## src/rtl/alu_seq_muldiv.sv

```systemverilog
// Handshaked execute-stage ALU with registered result/flags and optional iterative multiply/divide.
// Define ALU_MULDIV_EN to build the multiply/divide datapath; otherwise ops 10-15 report op_illegal.
module alu_seq_muldiv #(
    parameter int WIDTH = 32,
    parameter int TAG_W = 4
) (
    input  logic             clk,
    input  logic             rst,
    input  logic             in_valid,
    output logic             in_ready,
    input  logic [3:0]       op,
    input  logic [WIDTH-1:0] a,
    input  logic [WIDTH-1:0] b,
    input  logic [TAG_W-1:0] tag_in,
    output logic             out_valid,
    input  logic             out_ready,
    output logic [WIDTH-1:0] result,
    output logic [TAG_W-1:0] tag_out,
    output logic             z,
    output logic             n,
    output logic             v,
    output logic             c,
    output logic             op_illegal
);
    localparam int SHW = $clog2(WIDTH);
    localparam int MSB = WIDTH - 1;

    localparam logic [3:0] OP_ADD  = 4'd0;
    localparam logic [3:0] OP_SUB  = 4'd1;
    localparam logic [3:0] OP_AND  = 4'd2;
    localparam logic [3:0] OP_OR   = 4'd3;
    localparam logic [3:0] OP_SLT  = 4'd4;
    localparam logic [3:0] OP_SLTU = 4'd5;
    localparam logic [3:0] OP_XOR  = 4'd6;
    localparam logic [3:0] OP_SLL  = 4'd7;
    localparam logic [3:0] OP_SRL  = 4'd8;
    localparam logic [3:0] OP_SRA  = 4'd9;

`ifdef ALU_MULDIV_EN
    typedef enum logic [1:0] {S_IDLE = 2'd0, S_BUSY = 2'd1, S_DONE = 2'd2} state_t;
`else
    typedef enum logic [1:0] {S_IDLE = 2'd0, S_DONE = 2'd2} state_t;
`endif

    state_t           state_q, state_d;
    logic [WIDTH-1:0] result_q, result_d;
    logic [TAG_W-1:0] tag_q, tag_d;
    logic             z_q, z_d, n_q, n_d, v_q, v_d, c_q, c_d, ill_q, ill_d;

    logic [WIDTH:0]          add_sum, sub_sum;
    logic [SHW-1:0]          shamt;
    logic signed [WIDTH-1:0] a_s;
    logic [WIDTH-1:0]        alu_res;
    logic                    alu_v, alu_c, alu_ill;
    logic                    go_busy;

    logic             load;
    logic [WIDTH-1:0] new_res;
    logic             new_v, new_c, new_ill;

    assign a_s = a;

    // Single-cycle results are computed on the live request and registered at accept.
    always_comb begin
        add_sum = {1'b0, a} + {1'b0, b};
        sub_sum = {1'b0, a} + {1'b0, ~b} + {{WIDTH{1'b0}}, 1'b1};
        shamt   = b[SHW-1:0];
        alu_res = '0;
        alu_v   = 1'b0;
        alu_c   = 1'b0;
        alu_ill = 1'b0;
        case (op)
            OP_ADD: begin
                alu_res = add_sum[WIDTH-1:0];
                alu_c   = add_sum[WIDTH];
                alu_v   = (a[MSB] == b[MSB]) && (add_sum[MSB] != a[MSB]);
            end
            OP_SUB: begin
                alu_res = sub_sum[WIDTH-1:0];
                alu_c   = sub_sum[WIDTH];
                alu_v   = (a[MSB] != b[MSB]) && (sub_sum[MSB] != a[MSB]);
            end
            OP_AND:  alu_res = a & b;
            OP_OR:   alu_res = a | b;
            OP_SLT:  alu_res = {{(WIDTH-1){1'b0}}, ($signed(a) < $signed(b))};
            OP_SLTU: alu_res = {{(WIDTH-1){1'b0}}, (a < b)};
            OP_XOR:  alu_res = a ^ b;
            OP_SLL:  alu_res = a << shamt;
            OP_SRL:  alu_res = a >> shamt;
            OP_SRA:  alu_res = a_s >>> shamt;
            default: begin
`ifdef ALU_MULDIV_EN
                // Only the divide corner cases (b==0, MIN/-1) complete here; op[1] selects REM.
                if (b == '0) begin
                    alu_res = op[1] ? a : '1;
                end else begin
                    alu_res = op[1] ? '0 : a;
                end
`else
                alu_ill = 1'b1;
`endif
            end
        endcase
    end

`ifdef ALU_MULDIV_EN
    localparam logic [WIDTH-1:0] MOST_NEG = {1'b1, {(WIDTH-1){1'b0}}};

    logic [WIDTH-1:0] hi_q, hi_d, lo_q, lo_d, mcand_q, mcand_d;
    logic [SHW-1:0]   cnt_q, cnt_d;
    logic [3:0]       op_q, op_d;
    logic             negq_q, negq_d, negr_q, negr_d;
    logic [WIDTH:0]   mul_sum, div_shift, div_trial;
    logic [WIDTH-1:0] step_hi, step_lo, md_res;
    logic             is_md, div_short, sgn;

    assign is_md     = (op >= 4'd10);
    assign sgn       = ~op[0];
    assign div_short = op[3] & op[2] & ((b == '0) | (sgn & (a == MOST_NEG) & (b == '1)));
    assign go_busy   = is_md & ~div_short;

    // One iteration: hi/lo hold the running product, or remainder/quotient for divides.
    always_comb begin
        mul_sum   = {1'b0, hi_q} + (lo_q[0] ? {1'b0, mcand_q} : {(WIDTH+1){1'b0}});
        div_shift = {hi_q, lo_q[MSB]};
        div_trial = div_shift - {1'b0, mcand_q};
        if (op_q[2]) begin
            if (!div_trial[WIDTH]) begin
                step_hi = div_trial[WIDTH-1:0];
                step_lo = {lo_q[WIDTH-2:0], 1'b1};
            end else begin
                step_hi = div_shift[WIDTH-1:0];
                step_lo = {lo_q[WIDTH-2:0], 1'b0};
            end
            if (op_q[1]) begin
                md_res = negr_q ? -step_hi : step_hi;
            end else begin
                md_res = negq_q ? -step_lo : step_lo;
            end
        end else begin
            step_hi = mul_sum[WIDTH:1];
            step_lo = {mul_sum[0], lo_q[WIDTH-1:1]};
            md_res  = op_q[0] ? step_hi : step_lo;
        end
    end
`else
    assign go_busy = 1'b0;
`endif

    always_comb begin
        state_d  = state_q;
        result_d = result_q;
        tag_d    = tag_q;
        z_d      = z_q;
        n_d      = n_q;
        v_d      = v_q;
        c_d      = c_q;
        ill_d    = ill_q;
        load     = 1'b0;
        new_res  = '0;
        new_v    = 1'b0;
        new_c    = 1'b0;
        new_ill  = 1'b0;
`ifdef ALU_MULDIV_EN
        hi_d    = hi_q;
        lo_d    = lo_q;
        mcand_d = mcand_q;
        cnt_d   = cnt_q;
        op_d    = op_q;
        negq_d  = negq_q;
        negr_d  = negr_q;
`endif
        case (state_q)
            S_IDLE: begin
                if (in_valid) begin
                    tag_d = tag_in;
                    if (go_busy) begin
`ifdef ALU_MULDIV_EN
                        state_d = S_BUSY;
                        op_d    = op;
                        cnt_d   = '0;
                        hi_d    = '0;
                        if (op[2]) begin
                            lo_d    = (sgn && a[MSB]) ? -a : a;
                            mcand_d = (sgn && b[MSB]) ? -b : b;
                            negq_d  = sgn && (a[MSB] ^ b[MSB]);
                            negr_d  = sgn && a[MSB];
                        end else begin
                            lo_d    = b;
                            mcand_d = a;
                            negq_d  = 1'b0;
                            negr_d  = 1'b0;
                        end
`endif
                    end else begin
                        state_d = S_DONE;
                        load    = 1'b1;
                        new_res = alu_res;
                        new_v   = alu_v;
                        new_c   = alu_c;
                        new_ill = alu_ill;
                    end
                end
            end
`ifdef ALU_MULDIV_EN
            S_BUSY: begin
                hi_d  = step_hi;
                lo_d  = step_lo;
                cnt_d = cnt_q + 1'b1;
                // The last iteration's result is finalised directly so DONE follows without a bubble.
                if (cnt_q == '1) begin
                    state_d = S_DONE;
                    load    = 1'b1;
                    new_res = md_res;
                end
            end
`endif
            S_DONE: begin
                if (out_ready) begin
                    state_d = S_IDLE;
                end
            end
            default: state_d = S_IDLE;
        endcase
        if (load) begin
            result_d = new_res;
            z_d      = (new_res == '0);
            n_d      = new_res[MSB];
            v_d      = new_v;
            c_d      = new_c;
            ill_d    = new_ill;
        end
    end

    always_ff @(posedge clk) begin
        if (rst) begin
            state_q  <= S_IDLE;
            result_q <= '0;
            tag_q    <= '0;
            z_q      <= 1'b0;
            n_q      <= 1'b0;
            v_q      <= 1'b0;
            c_q      <= 1'b0;
            ill_q    <= 1'b0;
        end else begin
            state_q  <= state_d;
            result_q <= result_d;
            tag_q    <= tag_d;
            z_q      <= z_d;
            n_q      <= n_d;
            v_q      <= v_d;
            c_q      <= c_d;
            ill_q    <= ill_d;
        end
    end

`ifdef ALU_MULDIV_EN
    always_ff @(posedge clk) begin
        if (rst) begin
            hi_q    <= '0;
            lo_q    <= '0;
            mcand_q <= '0;
            cnt_q   <= '0;
            op_q    <= '0;
            negq_q  <= 1'b0;
            negr_q  <= 1'b0;
        end else begin
            hi_q    <= hi_d;
            lo_q    <= lo_d;
            mcand_q <= mcand_d;
            cnt_q   <= cnt_d;
            op_q    <= op_d;
            negq_q  <= negq_d;
            negr_q  <= negr_d;
        end
    end
`endif

    assign in_ready   = (state_q == S_IDLE);
    assign out_valid  = (state_q == S_DONE);
    assign result     = result_q;
    assign tag_out    = tag_q;
    assign z          = z_q;
    assign n          = n_q;
    assign v          = v_q;
    assign c          = c_q;
    assign op_illegal = ill_q;

endmodule

```

## config.mk

```make
export PLATFORM = sky130hd
export DESIGN_NAME = alu_seq_muldiv
export DESIGN_NICKNAME = d
export VERILOG_FILES = /design/src/rtl/alu_seq_muldiv.sv
export SDC_FILE = /design/constraint.sdc
export NUM_CORES = 1
export LEC_CHECK = 0
export CAP_MARGIN = 20
export CORE_MARGIN = 2
export CORE_UTILIZATION = 54
export CTS_CLUSTER_SIZE = 25
export DETAILED_ROUTE_END_ITERATION = 10
export PLACE_DENSITY = 0.8
export SLEW_MARGIN = 20
export SYNTH_ARGS = -nofsm -noshare
export SYNTH_HDL_FRONTEND = slang
export SYNTH_SLANG_ARGS = --single-unit
```

## constraint.sdc

```tcl
create_clock -name clk -period 5.57 [get_ports clk]
set_input_delay 1.114 -clock clk [delete_from_list [all_inputs] [get_ports clk]]
set_output_delay 1.114 -clock clk [all_outputs]
set_load 0.1 [all_outputs]
```

==> qor.txt <==
Status - completed
Core Util, Final - 0.663
Final wirelength - 56100 um
Crit start category - input pin
Total Power - 2.05 mW
Comb pwr share - 0.693
Nets - 1926
Hold-fix buffers, CTS - 0
Final Setup Violations - 0
Detail Placement HPWL - 44700 um
CP Capture Type - flip-flop
Internal Pwr Total - 1.00 mW
Initial Utilization - 0.554
Reg2Reg Depth - 9
Synth top cells by count - nand2_1 (158), nor2_1 (158), a21oi_1 (147)
DRT iter0 DRCs - 2401
Synth warn - 0
Ranking of synthesized cells by area - ha_1 (11%), dfxtp_1 (7.2%), mux2i_1 (7.0%), mux4_2 (6.8%), a21oi_1 (6.5%)
Synth area leader - ha_1
Hold Fails Final Rpt - 0
Number of global-route vias before repair - 13600
CTS H-tree lvls - 2
Final period util - 0.972
Layout area overhead - 19.7%
Synth top area share - 0.110
GPL Wtd Cong - 1.15
Final worst-path setup slack - 0.157 ns
Syn nets - 1799
RSZ-0062 raised after global routing - no
Max cap viols - 0
Placeable Area - 20400 sq um
Setup tns final - 0 ns
Cell count after synthesis - 1621
Largest net degree at the start of global routing - 71
Slowest cell on crit path - a21oi_1
Root Buffer - clkbuf_16
Clk buf depth - 2
Via density - 7.24
Die ar. - 22100 sq um
Sequential Power Share - 0.154
Mapped Area - 11300 sq um
Worst VDD drop - 0.123 mV
Port Buf Inserts - 118
CP Cell Sequence - clkdlybuf4s50_1, buf_4, mux4_2, mux2i_1, mux2i_1, a2111oi_0, a21oi_1, a21oi_1, nand4_1, o31ai_1, nand4_1, or4_1, o31ai_1
Overflow after GRT - 0
Leakage Power - 5.63 nW
Worst hold margin - 0.451 ns
Clock power frac - 0.152
Min-delay src - result[6]
Die X-Extent - 149 um
Worst-margin pin slew - 1.05 ns
Worst-case setup slack after placement - 0.127 ns
Antenna violations before repair - 2
FMAX - 185 MHz
Hold crit path type - flip-flop to flip-flop
Main synth FF type - dfxtp_1
Worst R2R Start - state_q[1]
Post-CTS Setup Repair Bufs - 0
Switch Pwr - 1.05 mW
I/O pins - 119
Via count - 14600
CTS resizes - 0
TritonCTS clock tree - built
# diodes - 0
Sw Ratio - 0.511
Pwr dens - 151 nW/um^2
Worst path max stage delay - 0.64 ns
Worst Skew - 0.00380 ns
Worst Hold Endpoint - result[6]
Count of cell types in the netlist - 85
# DRC - 0
Num CTS Buffers - 5
First-pass GRT wire length - 83500 um
Die height - 149 um
Slew headroom - 0.298
Slew Limit Fails - 0
All-Layer GR Usage - 0.495
Sequential cell area fraction in the yosys report - 0.0725
FF+latch count, synth - 41
Fin crit period - 5.41 ns
Crit Path Max Fanout - 5
Pre-antenna DRT Iters - 7
Reg-to-reg endpoint - z
Final ANT Viol Nets - 0
Hold Path Stages - 2
Clk Latency, worst-skew pair - 0.29 ns
Worst setup path class - input pin to flip-flop
R2R setup slack - 2.53 ns
Syn avg cell area - 6.99 sq um
CTS Sinks - 41
Clk slew on worst S/H paths - 0.06 ns
Site Rows - 52
Share of post-route cells with drive strength above 1 - 0.142
Worst EP required - 5.77 ns
Asr flop ratio synth - 0
Crit path DAT - 5.62 ns
Post-synth EDFFs - 0
Routed wire per std cell - 27.8 um
-- critical path, delay by kind of cell --
kind	cells	cell delay (ns)
muxes	3	0.90
buffers and inverters	2	0.87
and+or+nand+nor	3	0.97
AOI/OAI and AO/OA	5	1.75
-- how the worst max path moves through the flow --
stage          startpoint  endpoint  slack [ns]  cells after the start
6_report            a[18]         z        0.16                     13
5_1_grt             a[11]         z        0.01                     14
4_1_cts              a[0]         z        0.44                     14
3_5_place_dp         a[0]         z        0.13                     16
3_3_place_gp        a[18]         z        0.20                     13
2_1_floorplan        b[2]         z       0.007                     18
-- sequential cells by signal (all words and copies together) (netlist names) --
| signal | cells |
|---|---|
| c | 1 |
| op_illegal | 1 |
| result | 32 |
| state_q | 1 |
| tag_out | 4 |
| v | 1 |
| z | 1 |
-- cell usage in the layout, fill, tap and decap left out, drive strengths merged, types with 8 or more instances in the layout --
master / netlist / final
nand2: 158 / 158
a21oi: 147 / 147
nor2: 158 / 158
o211ai: 28 / 28
nor4: 16 / 16
dfxtp: 41 / 41
a211o: 13 / 13
clkdlybuf4s50: 0 / 113
nor3: 48 / 48
o21bai: 12 / 12
o21ai: 98 / 98
a31oi: 26 / 26
a311oi: 8 / 8
a22oi: 14 / 14
nand2b: 15 / 15
o221ai: 11 / 11
a211oi: 24 / 24
inv: 103 / 104
o31ai: 16 / 16
nand4: 21 / 21
mux2i: 79 / 79
ha: 100 / 100
a221o: 8 / 8
mux4: 34 / 34
xnor2: 16 / 16
a21o: 13 / 13
o2111ai: 8 / 8
nor2b: 21 / 21
o22ai: 20 / 20
mux2: 37 / 37
or2: 10 / 10
nand3: 38 / 38
buf: 48 / 137
a221oi: 12 / 12
-- per-stage QoR --
step | area (sq um) | std cells
3_5_place_dp | 13400 | 2011
2_1_floorplan | 11300 | 1621
6_report | 13600 | 2019
3_3_place_gp | 13400 | 2011
5_1_grt | 13600 | 2019
4_1_cts | 13500 | 2019
-- power groups by stage --
stage | clock network (mW) | registers [mW] | logic, mW
floorplan | 0 | 0.432 | 0.741
global placement | 0 | 0.323 | 1.34
detailed placement | 0 | 0.323 | 1.35
CTS | 0.313 | 0.317 | 1.35
global route | 0.325 | 0.318 | 1.48
finish | 0.313 | 0.317 | 1.42
-- area by class of cell --
cell class                      count  area [sq um]
Tap cell                          270           338
Inverter                          105           394
Timing Repair Buffer              250          2240
Clock inverter                      1          8.76
Clock buffer                        7           153
Fill cell                        1857          6880
Multi-Input combinational cell   1345          9600
Sequential cell                    41           821
-- routing by layer --
layer  vias up  GRT usage  wire [um]
li1       6294          -          -
met1      6743      0.657      21100
met2      1262      0.731      22900
met3       312      0.146       8220
met4         0      0.250       3950
met5         -          0          0
-- kinds of logic (layout without fill, tap and decap cells) --
family | count (synthesis) | count (layout) | share of synthesized area
DFF | 41 | 41 | 0.0725
xor gates and xnor gates | 20 | 20 | 0.0155
and+or+nand+nor | 543 | 543 | 0.230
buffers and inverters | 235 | 363 | 0.0835
adders and majority gates | 102 | 102 | 0.114
muxes | 150 | 150 | 0.175
AOI/OAI and AO/OA | 530 | 530 | 0.310
Note: power is estimated with default switching activity, not from simulation.
